`src/rtl/risc_pkg.sv`:
```
`default_nettype none
// ============================================================================
// risc_pkg : shared constants for the RISC pipeline (ALU opcodes, fwd selects)
// Revision : 1.0
// ============================================================================
package risc_pkg;

    localparam int DATA_W_DEF = 16;
    localparam int REG_AW_DEF = 3;

    localparam logic [3:0] OP_ADD   = 4'd0;
    localparam logic [3:0] OP_SUB   = 4'd1;
    localparam logic [3:0] OP_AND   = 4'd2;
    localparam logic [3:0] OP_OR    = 4'd3;
    localparam logic [3:0] OP_XOR   = 4'd4;
    localparam logic [3:0] OP_SLL   = 4'd5;
    localparam logic [3:0] OP_SRL   = 4'd6;
    localparam logic [3:0] OP_SLT   = 4'd7;
    localparam logic [3:0] OP_MUL   = 4'd8;
    localparam logic [3:0] OP_PASSB = 4'd9;

    localparam logic [1:0] ALU_SRC_REG   = 2'b00;
    localparam logic [1:0] ALU_SRC_EXMEM = 2'b10;
    localparam logic [1:0] ALU_SRC_MEMWB = 2'b01;

    function automatic logic is_mul(input logic [3:0] op);
        return op == OP_MUL;
    endfunction

endpackage
`default_nettype wire

```
`src/rtl/ex_multiplier.sv`:
```
`default_nettype none
// ============================================================================
// ex_multiplier : sequential shift-add multiplier, one step per cycle
// Revision      : 1.0
// ============================================================================
module ex_multiplier #(
    parameter int DATA_W = 16
) (
    input  logic              Clk,
    input  logic              Rst,
    input  logic              start_i,
    input  logic              abort_i,
    input  logic [DATA_W-1:0] a_i,
    input  logic [DATA_W-1:0] b_i,
    output logic              done_o,
    output logic [DATA_W-1:0] product_o
);

    localparam int CW = $clog2(DATA_W + 1);

    logic [DATA_W-1:0] mcand_q, mplier_q, acc_q;
    logic [CW-1:0]     cnt_q;
    logic              run_q;

    // done_o marks the cycle performing the final step; product_o is valid after it
    assign done_o    = run_q && (cnt_q == CW'(DATA_W - 1));
    assign product_o = acc_q;

    always_ff @(posedge Clk) begin
        if (Rst) begin
            mcand_q  <= '0;
            mplier_q <= '0;
            acc_q    <= '0;
            cnt_q    <= '0;
            run_q    <= 1'b0;
        end else if (abort_i) begin
            run_q <= 1'b0;
        end else if (start_i) begin
            mcand_q  <= a_i;
            mplier_q <= b_i;
            acc_q    <= '0;
            cnt_q    <= '0;
            run_q    <= 1'b1;
        end else if (run_q) begin
            if (mplier_q[0]) begin
                acc_q <= acc_q + mcand_q;
            end
            mcand_q  <= mcand_q << 1;
            mplier_q <= mplier_q >> 1;
            cnt_q    <= cnt_q + CW'(1);
            if (done_o) begin
                run_q <= 1'b0;
            end
        end
    end

endmodule
`default_nettype wire

```
`src/rtl/ex_stage.sv`:
```
`default_nettype none
// ============================================================================
// ex_stage : execute stage (forwarding muxes, ALU, multi-cycle MUL) + EX/MEM reg
// Revision : 1.0
// ============================================================================
module ex_stage
    import risc_pkg::*;
#(
    parameter int DATA_W = DATA_W_DEF,
    parameter int REG_AW = REG_AW_DEF
) (
    input  logic              Clk,
    input  logic              Rst,
    input  logic              Idex_valid,
    input  logic [DATA_W-1:0] Idex_rs_data,
    input  logic [DATA_W-1:0] Idex_rt_data,
    input  logic [DATA_W-1:0] Idex_imm,
    input  logic [3:0]        Idex_alu_op,
    input  logic              Idex_b_imm,
    input  logic [REG_AW-1:0] Idex_rd,
    input  logic              Idex_reg_write,
    input  logic              Idex_mem_read,
    input  logic              Idex_mem_write,
    input  logic [1:0]        Alu_src1,
    input  logic [1:0]        Alu_src2,
    input  logic [DATA_W-1:0] Memwb_fwd_data,
    input  logic              Mem_stall,
    input  logic              Flush,
    output logic [DATA_W-1:0] Exmem_alu_result,
    output logic [DATA_W-1:0] Exmem_store_data,
    output logic [REG_AW-1:0] Exmem_rd,
    output logic              Exmem_reg_write,
    output logic              Exmem_mem_read,
    output logic              Exmem_mem_write,
    output logic              Exmem_valid,
    output logic              Exmem_zero,
    output logic              Ex_busy
);

    localparam logic [1:0] S_IDLE = 2'd0;
    localparam logic [1:0] S_MUL  = 2'd1;
    localparam logic [1:0] S_DONE = 2'd2;

    logic [1:0]        state_q, state_d;
    logic [DATA_W-1:0] op_a, rt_fwd, op_b, alu_res, mul_product;
    logic              mul_accept, mul_done;

    logic [DATA_W-1:0] res_q, res_d, sd_q, sd_d, msd_q;
    logic [REG_AW-1:0] rd_q, rd_d, mrd_q;
    logic              rw_q, rw_d, mr_q, mr_d, mw_q, mw_d, v_q, v_d, z_q, z_d;
    logic              mrw_q, mmr_q, mmw_q;

    always_comb begin
        case (Alu_src1)
            ALU_SRC_EXMEM: op_a = res_q;
            ALU_SRC_MEMWB: op_a = Memwb_fwd_data;
            default:       op_a = Idex_rs_data;
        endcase
        case (Alu_src2)
            ALU_SRC_EXMEM: rt_fwd = res_q;
            ALU_SRC_MEMWB: rt_fwd = Memwb_fwd_data;
            default:       rt_fwd = Idex_rt_data;
        endcase
        op_b = Idex_b_imm ? Idex_imm : rt_fwd;
    end

    always_comb begin
        alu_res = '0;
        case (Idex_alu_op)
            OP_ADD:   alu_res = op_a + op_b;
            OP_SUB:   alu_res = op_a - op_b;
            OP_AND:   alu_res = op_a & op_b;
            OP_OR:    alu_res = op_a | op_b;
            OP_XOR:   alu_res = op_a ^ op_b;
            OP_SLL:   alu_res = op_a << op_b[3:0];
            OP_SRL:   alu_res = op_a >> op_b[3:0];
            OP_SLT:   alu_res = {{(DATA_W-1){1'b0}}, ($signed(op_a) < $signed(op_b))};
            OP_PASSB: alu_res = op_b;
            default:  alu_res = '0;
        endcase
    end

    assign mul_accept = (state_q == S_IDLE) && Idex_valid && is_mul(Idex_alu_op) && !Flush;
    assign Ex_busy    = mul_accept || (state_q == S_MUL);

    ex_multiplier #(.DATA_W(DATA_W)) u_mult (
        .Clk       (Clk),
        .Rst       (Rst),
        .start_i   (mul_accept),
        .abort_i   (Flush),
        .a_i       (op_a),
        .b_i       (op_b),
        .done_o    (mul_done),
        .product_o (mul_product)
    );

    always_comb begin
        state_d = state_q;
        if (Flush) begin
            state_d = S_IDLE;
        end else begin
            case (state_q)
                S_IDLE:  if (mul_accept) state_d = S_MUL;
                S_MUL:   if (mul_done)   state_d = S_DONE;
                S_DONE:  if (!Mem_stall) state_d = S_IDLE;
                default: state_d = S_IDLE;
            endcase
        end
    end

    // Bubbles clear only control bits; the datapath keeps its last value
    always_comb begin
        res_d = res_q; sd_d = sd_q; rd_d = rd_q; z_d = z_q;
        rw_d  = rw_q;  mr_d = mr_q; mw_d = mw_q; v_d = v_q;
        if (!Mem_stall) begin
            rw_d = 1'b0; mr_d = 1'b0; mw_d = 1'b0; v_d = 1'b0;
            if (!Flush && state_q == S_DONE) begin
                res_d = mul_product; sd_d = msd_q; rd_d = mrd_q;
                rw_d  = mrw_q; mr_d = mmr_q; mw_d = mmw_q; v_d = 1'b1;
                z_d   = (mul_product == '0);
            end else if (!Flush && state_q == S_IDLE && Idex_valid && !is_mul(Idex_alu_op)) begin
                res_d = alu_res; sd_d = rt_fwd; rd_d = Idex_rd;
                rw_d  = Idex_reg_write; mr_d = Idex_mem_read; mw_d = Idex_mem_write;
                v_d   = 1'b1;
                z_d   = (alu_res == '0);
            end
        end
    end

    always_ff @(posedge Clk) begin
        if (Rst) begin
            state_q <= S_IDLE;
            res_q <= '0; sd_q <= '0; rd_q <= '0; z_q <= 1'b0;
            rw_q  <= 1'b0; mr_q <= 1'b0; mw_q <= 1'b0; v_q <= 1'b0;
            msd_q <= '0; mrd_q <= '0; mrw_q <= 1'b0; mmr_q <= 1'b0; mmw_q <= 1'b0;
        end else begin
            state_q <= state_d;
            res_q <= res_d; sd_q <= sd_d; rd_q <= rd_d; z_q <= z_d;
            rw_q  <= rw_d;  mr_q <= mr_d; mw_q <= mw_d; v_q <= v_d;
            if (mul_accept) begin
                msd_q <= rt_fwd; mrd_q <= Idex_rd;
                mrw_q <= Idex_reg_write; mmr_q <= Idex_mem_read; mmw_q <= Idex_mem_write;
            end
        end
    end

    assign Exmem_alu_result = res_q;
    assign Exmem_store_data = sd_q;
    assign Exmem_rd         = rd_q;
    assign Exmem_reg_write  = rw_q;
    assign Exmem_mem_read   = mr_q;
    assign Exmem_mem_write  = mw_q;
    assign Exmem_valid      = v_q;
    assign Exmem_zero       = z_q;

endmodule
`default_nettype wire
```
`config.mk`:
```
export PLATFORM = sky130hd
export DESIGN_NAME = ex_stage
export DESIGN_NICKNAME = d
export VERILOG_FILES = /design/src/rtl/risc_pkg.sv /design/src/rtl/ex_multiplier.sv /design/src/rtl/ex_stage.sv
export SDC_FILE = /design/constraint.sdc
export NUM_CORES = 1
export LEC_CHECK = 0
export CAP_MARGIN = 10
export CORE_MARGIN = 8
export CORE_UTILIZATION = 35
export DETAILED_ROUTE_END_ITERATION = 6
export PLACE_DENSITY = 0.6
export SLEW_MARGIN = 20
export SYNTH_ARGS = -nofsm -noshare
export SYNTH_HDL_FRONTEND = slang
export SYNTH_SLANG_ARGS = --single-unit
```
`constraint.sdc`:
```
create_clock -name Clk -period 5.6 [get_ports Clk]
set_input_delay 0.84 -clock Clk [delete_from_list [all_inputs] [get_ports Clk]]
set_output_delay 0.84 -clock Clk [all_outputs]
set_load 0.05 [all_outputs]
```
==> results.json <==
{
  "outcome": "complete, no violations",
  "tightestPinTransition_ns": 0.804,
  "post-route-util_pct": 43.9,
  "portBuffers": 124,
  "hold_path.class": "reg -> reg",
  "critical_path_class": "in -> reg",
  "cp_data_arrival_time_ns": 5.57,
  "drive_gt1_share_pct": 10.2,
  "synth.cell_area_mm2": 0.0103,
  "yosysSeqAreaShare_pct": 22.9,
  "grt_max_degree": 72,
  "worstPathRequired_ns": 5.93,
  "die_area_mm2": 0.0352,
  "crit_chain": "clkdlybuf4s50_1 -> inv_1 -> ha_1 -> buf_4 -> a221oi_2 -> nor2_4 -> o21bai_4 -> inv_4 -> ha_1 -> fa_1 -> nor2b_1 -> o31a_1 -> nor2_1 -> o31ai_1 -> buf_4 -> a211o_1 -> nor2_1 -> nand4b_1 -> nor4_1 -> nand4_1 -> o32ai_2",
  "final_hold_viol_count": 0,
  "core_area_mm2": 0.0293,
  "r2r_slack_ns": 1.29,
  "fin_area_mm2": 0.0129,
  "top_layer_used": "met4",
  "dr.pass1.iters": 5,
  "rsz0062_at_grt": "false",
  "wl_um": 46800,
  "clockBufferDepth": 2,
  "cts_max_level": 4,
  "power_mw": 3.13,
  "die-width_um": 188,
  "fin_nets": 1718,
  "drt_iter0_markers": 1369,
  "rows": 63,
  "grt_pass1_vias": 10731,
  "route.detailed.drc": 0,
  "synth_warnings": 0,
  "fin_cells": 1964,
  "wl_met2_um": 21100,
  "worst_hold_slack_ns": 0.455,
  "maxCapViolCount": 0,
  "root_buffer": "clkbuf_16",
  "syn2layout_area_growth_pct": 24.9,
  "avgViaCountPerCell": 5.95,
  "nFillCells": 3064,
  "hold_buffers": 0,
  "leakage_nw": 5.00,
  "avgSynthCellArea_um2": 7.20,
  "finalClockSkew_ns": 0.0111,
  "critPathMaxFanout": 10,
  "routedWlPerCell_um": 23.8,
  "ys.flop_type": "dfxtp_1",
  "clkTransAtPathRegs_ns": 0.06,
  "cts_buffers": 17,
  "worst_path_largest_cell_delay_ns": 0.52,
  "slew_viol_final": 0,
  "slowest_stage": "clkdlybuf4s50_1",
  "gr-total-overflow": 0,
  "dp_slack_ns": -0.00655,
  "ys_ff_latch": 118,
  "dp_cells": 1932,
  "ant_nets": 0,
  "synth_area_leaders": "dfxtp_1, nand2_1, ha_1, a21oi_1, mux2i_1",
  "timing.setup.tns_ns": 0,
  "synth_nets": 1588,
  "max-slew-margin-rel_pct": 46.4,
  "syn_inst": 1431,
  "reg2reg_depth": 17,
  "whs_path_depth": 2,
  "diodes": 0,
  "setup_viol": 0,
  "yosysTopAreaCell": "dfxtp_1",
  "crit_path_start_kind": "input port",
  "grt.total_usage_pct": 25.5,
  "fmax_mhz": 191,
  "period_share_pct": 93.6,
  "multi_input_area_mm2": 0.00727,
  "fin_ws_ns": 0.361,
  "synth_edf_count": 0,
  "post_dp_cell_area_mm2": 0.0123,
  "place.gp.congestion": 1.02,
  "initial_utilization_pct": 35.1,
  "met3_wirelength_um": 3780,
  "ctsResizeCount": 0,
  "min_from": "mrd_q[0]",
  "peakVddDrop_mv": 0.215,
  "clock_sinks": 118,
  "regArea_mm2": 0.00236,
  "yosysTopAreaCellShare_pct": 22.9,
  "min_to": "mrd_q[0]",
  "p_per_area_mw_per_mm2": 243,
  "die_h_um": 188,
  "r2r-start": "Exmem_alu_result[0]",
  "dp_hpwl_um": 35900,
  "io_pins": 125,
  "synth_cell_types": 89,
  "post_cts_buffers": 0,
  "period_minus_slack_ns": 5.24,
  "clock_latency_ns": 0.43,
  "grt_pass1_wl_um": 69600,
  "end_kind": "register",
  "wl_met1_um": 20000,
  "synth-async-reset-ratio_pct": 0,
  "antenna_found_initial": 0,
  "cts_tree": "done",
  "via_count": 11686,
  "r2r_end": "Exmem_zero"
}
-- per-layer routing --
| layer | track usage (%) | up-vias |
|---|---|---|
| met5 | 0 | - |
| met3 | 4.05 | 91 |
| met4 | 9.64 | 0 |
| li1 | - | 5446 |
| met2 | 40.2 | 596 |
| met1 | 34.5 | 5553 |
-- where the power goes --
| group | total, mW | switching, mW | leakage [nW] | internal [mW] |
|---|---|---|---|---|
| clock network | 1.08 | 0.419 | 0.276 | 0.665 |
| logic | 1.17 | 0.734 | 3.77 | 0.437 |
| registers | 0.872 | 0.0158 | 0.954 | 0.857 |
| total | 3.13 | 1.17 | 5.00 | 1.96 |
-- sequential cells by signal, indices dropped and copies added, names as in the netlist, 5 cells and up --
name,flops
Exmem_alu_result,16
u_mult.cnt_q,5
msd_q,16
u_mult.mcand_q,16
u_mult.mplier_q,16
Exmem_store_data,16
u_mult.product_o,16
-- cell usage in the layout, fill, tap and decap left out, drive strengths merged, types with 10 or more instances in the layout --
cell,instances
a211oi,37
a21oi,107
a221o,15
a221oi,11
a22oi,22
a311oi,34
a31oi,10
and2,11
and3,24
buf,88
clkbuf,20
clkdlybuf4s50,123
dfxtp,118
ha,70
inv,67
mux2,10
mux2i,51
nand2,265
nand2b,11
nand3,30
nand4,11
nor2,137
nor2b,20
nor3,31
nor4,11
o211ai,15
o21ai,68
o221ai,10
o22ai,15
o31ai,10
or3,10
xnor2,14
-- logic make-up (layout without fill, tap and decap cells) --
group	Yosys count	after routing	share of synthesized area (%)
simple gates	581	581	25.3
compound gates	411	411	28.0
buf+inv	166	309	6.62
flops	118	118	22.9
fa+ha+maj	73	73	9.09
mux	62	62	6.31
xor+xnor	20	20	1.70
-- synthesized netlist by cell type (all sizes together), types with 14 or more instances --
cell and count:
nand2 265, dfxtp 118, o21ai 68, a22oi 22, inv 66, and3 24, clkbuf 70, o211ai 15
o22ai 15, a21oi 107, a211oi 37, nor3 31, ha 70, nand3 30, xnor2 14, nor2b 20
a221o 15, a311oi 34, mux2i 51, buf 30, nor2 137
-- worst max-delay path by stage --
| stage | from | end | slack [ns] | cells past startpoint |
|---|---|---|---|---|
| after floorplan | Alu_src2[0] | Exmem_zero | 0.92 | 18 |
| after global placement | Alu_src2[1] | Exmem_zero | 0.03 | 21 |
| after detailed placement | Alu_src2[1] | Exmem_zero | -0.007 | 21 |
| after CTS | Alu_src2[1] | Exmem_zero | 0.39 | 21 |
| after global routing | Alu_src2[0] | Exmem_zero | 0.09 | 20 |
| final | Alu_src2[1] | Exmem_zero | 0.36 | 21 |
-- area by class of cell --
cell class,instances,share of cell area [%]
Inverter,66,1.95
Tap cell,390,3.79
Sequential cell,118,18.4
Timing Repair Buffer,211,14.9
Clock buffer,20,3.47
Clock inverter,12,1.00
Multi-Input combinational cell,1147,56.5
-- worst max-delay path, delay by kind of cell --
kind | cells | cell delay (ns)
buffers and inverters | 5 | 1.01
adders and majority gates | 3 | 0.90
AOI/OAI and AO/OA | 6 | 1.52
and+or+nand+nor | 7 | 1.29
No activity file was read; power rests on OpenSTA's default activity.
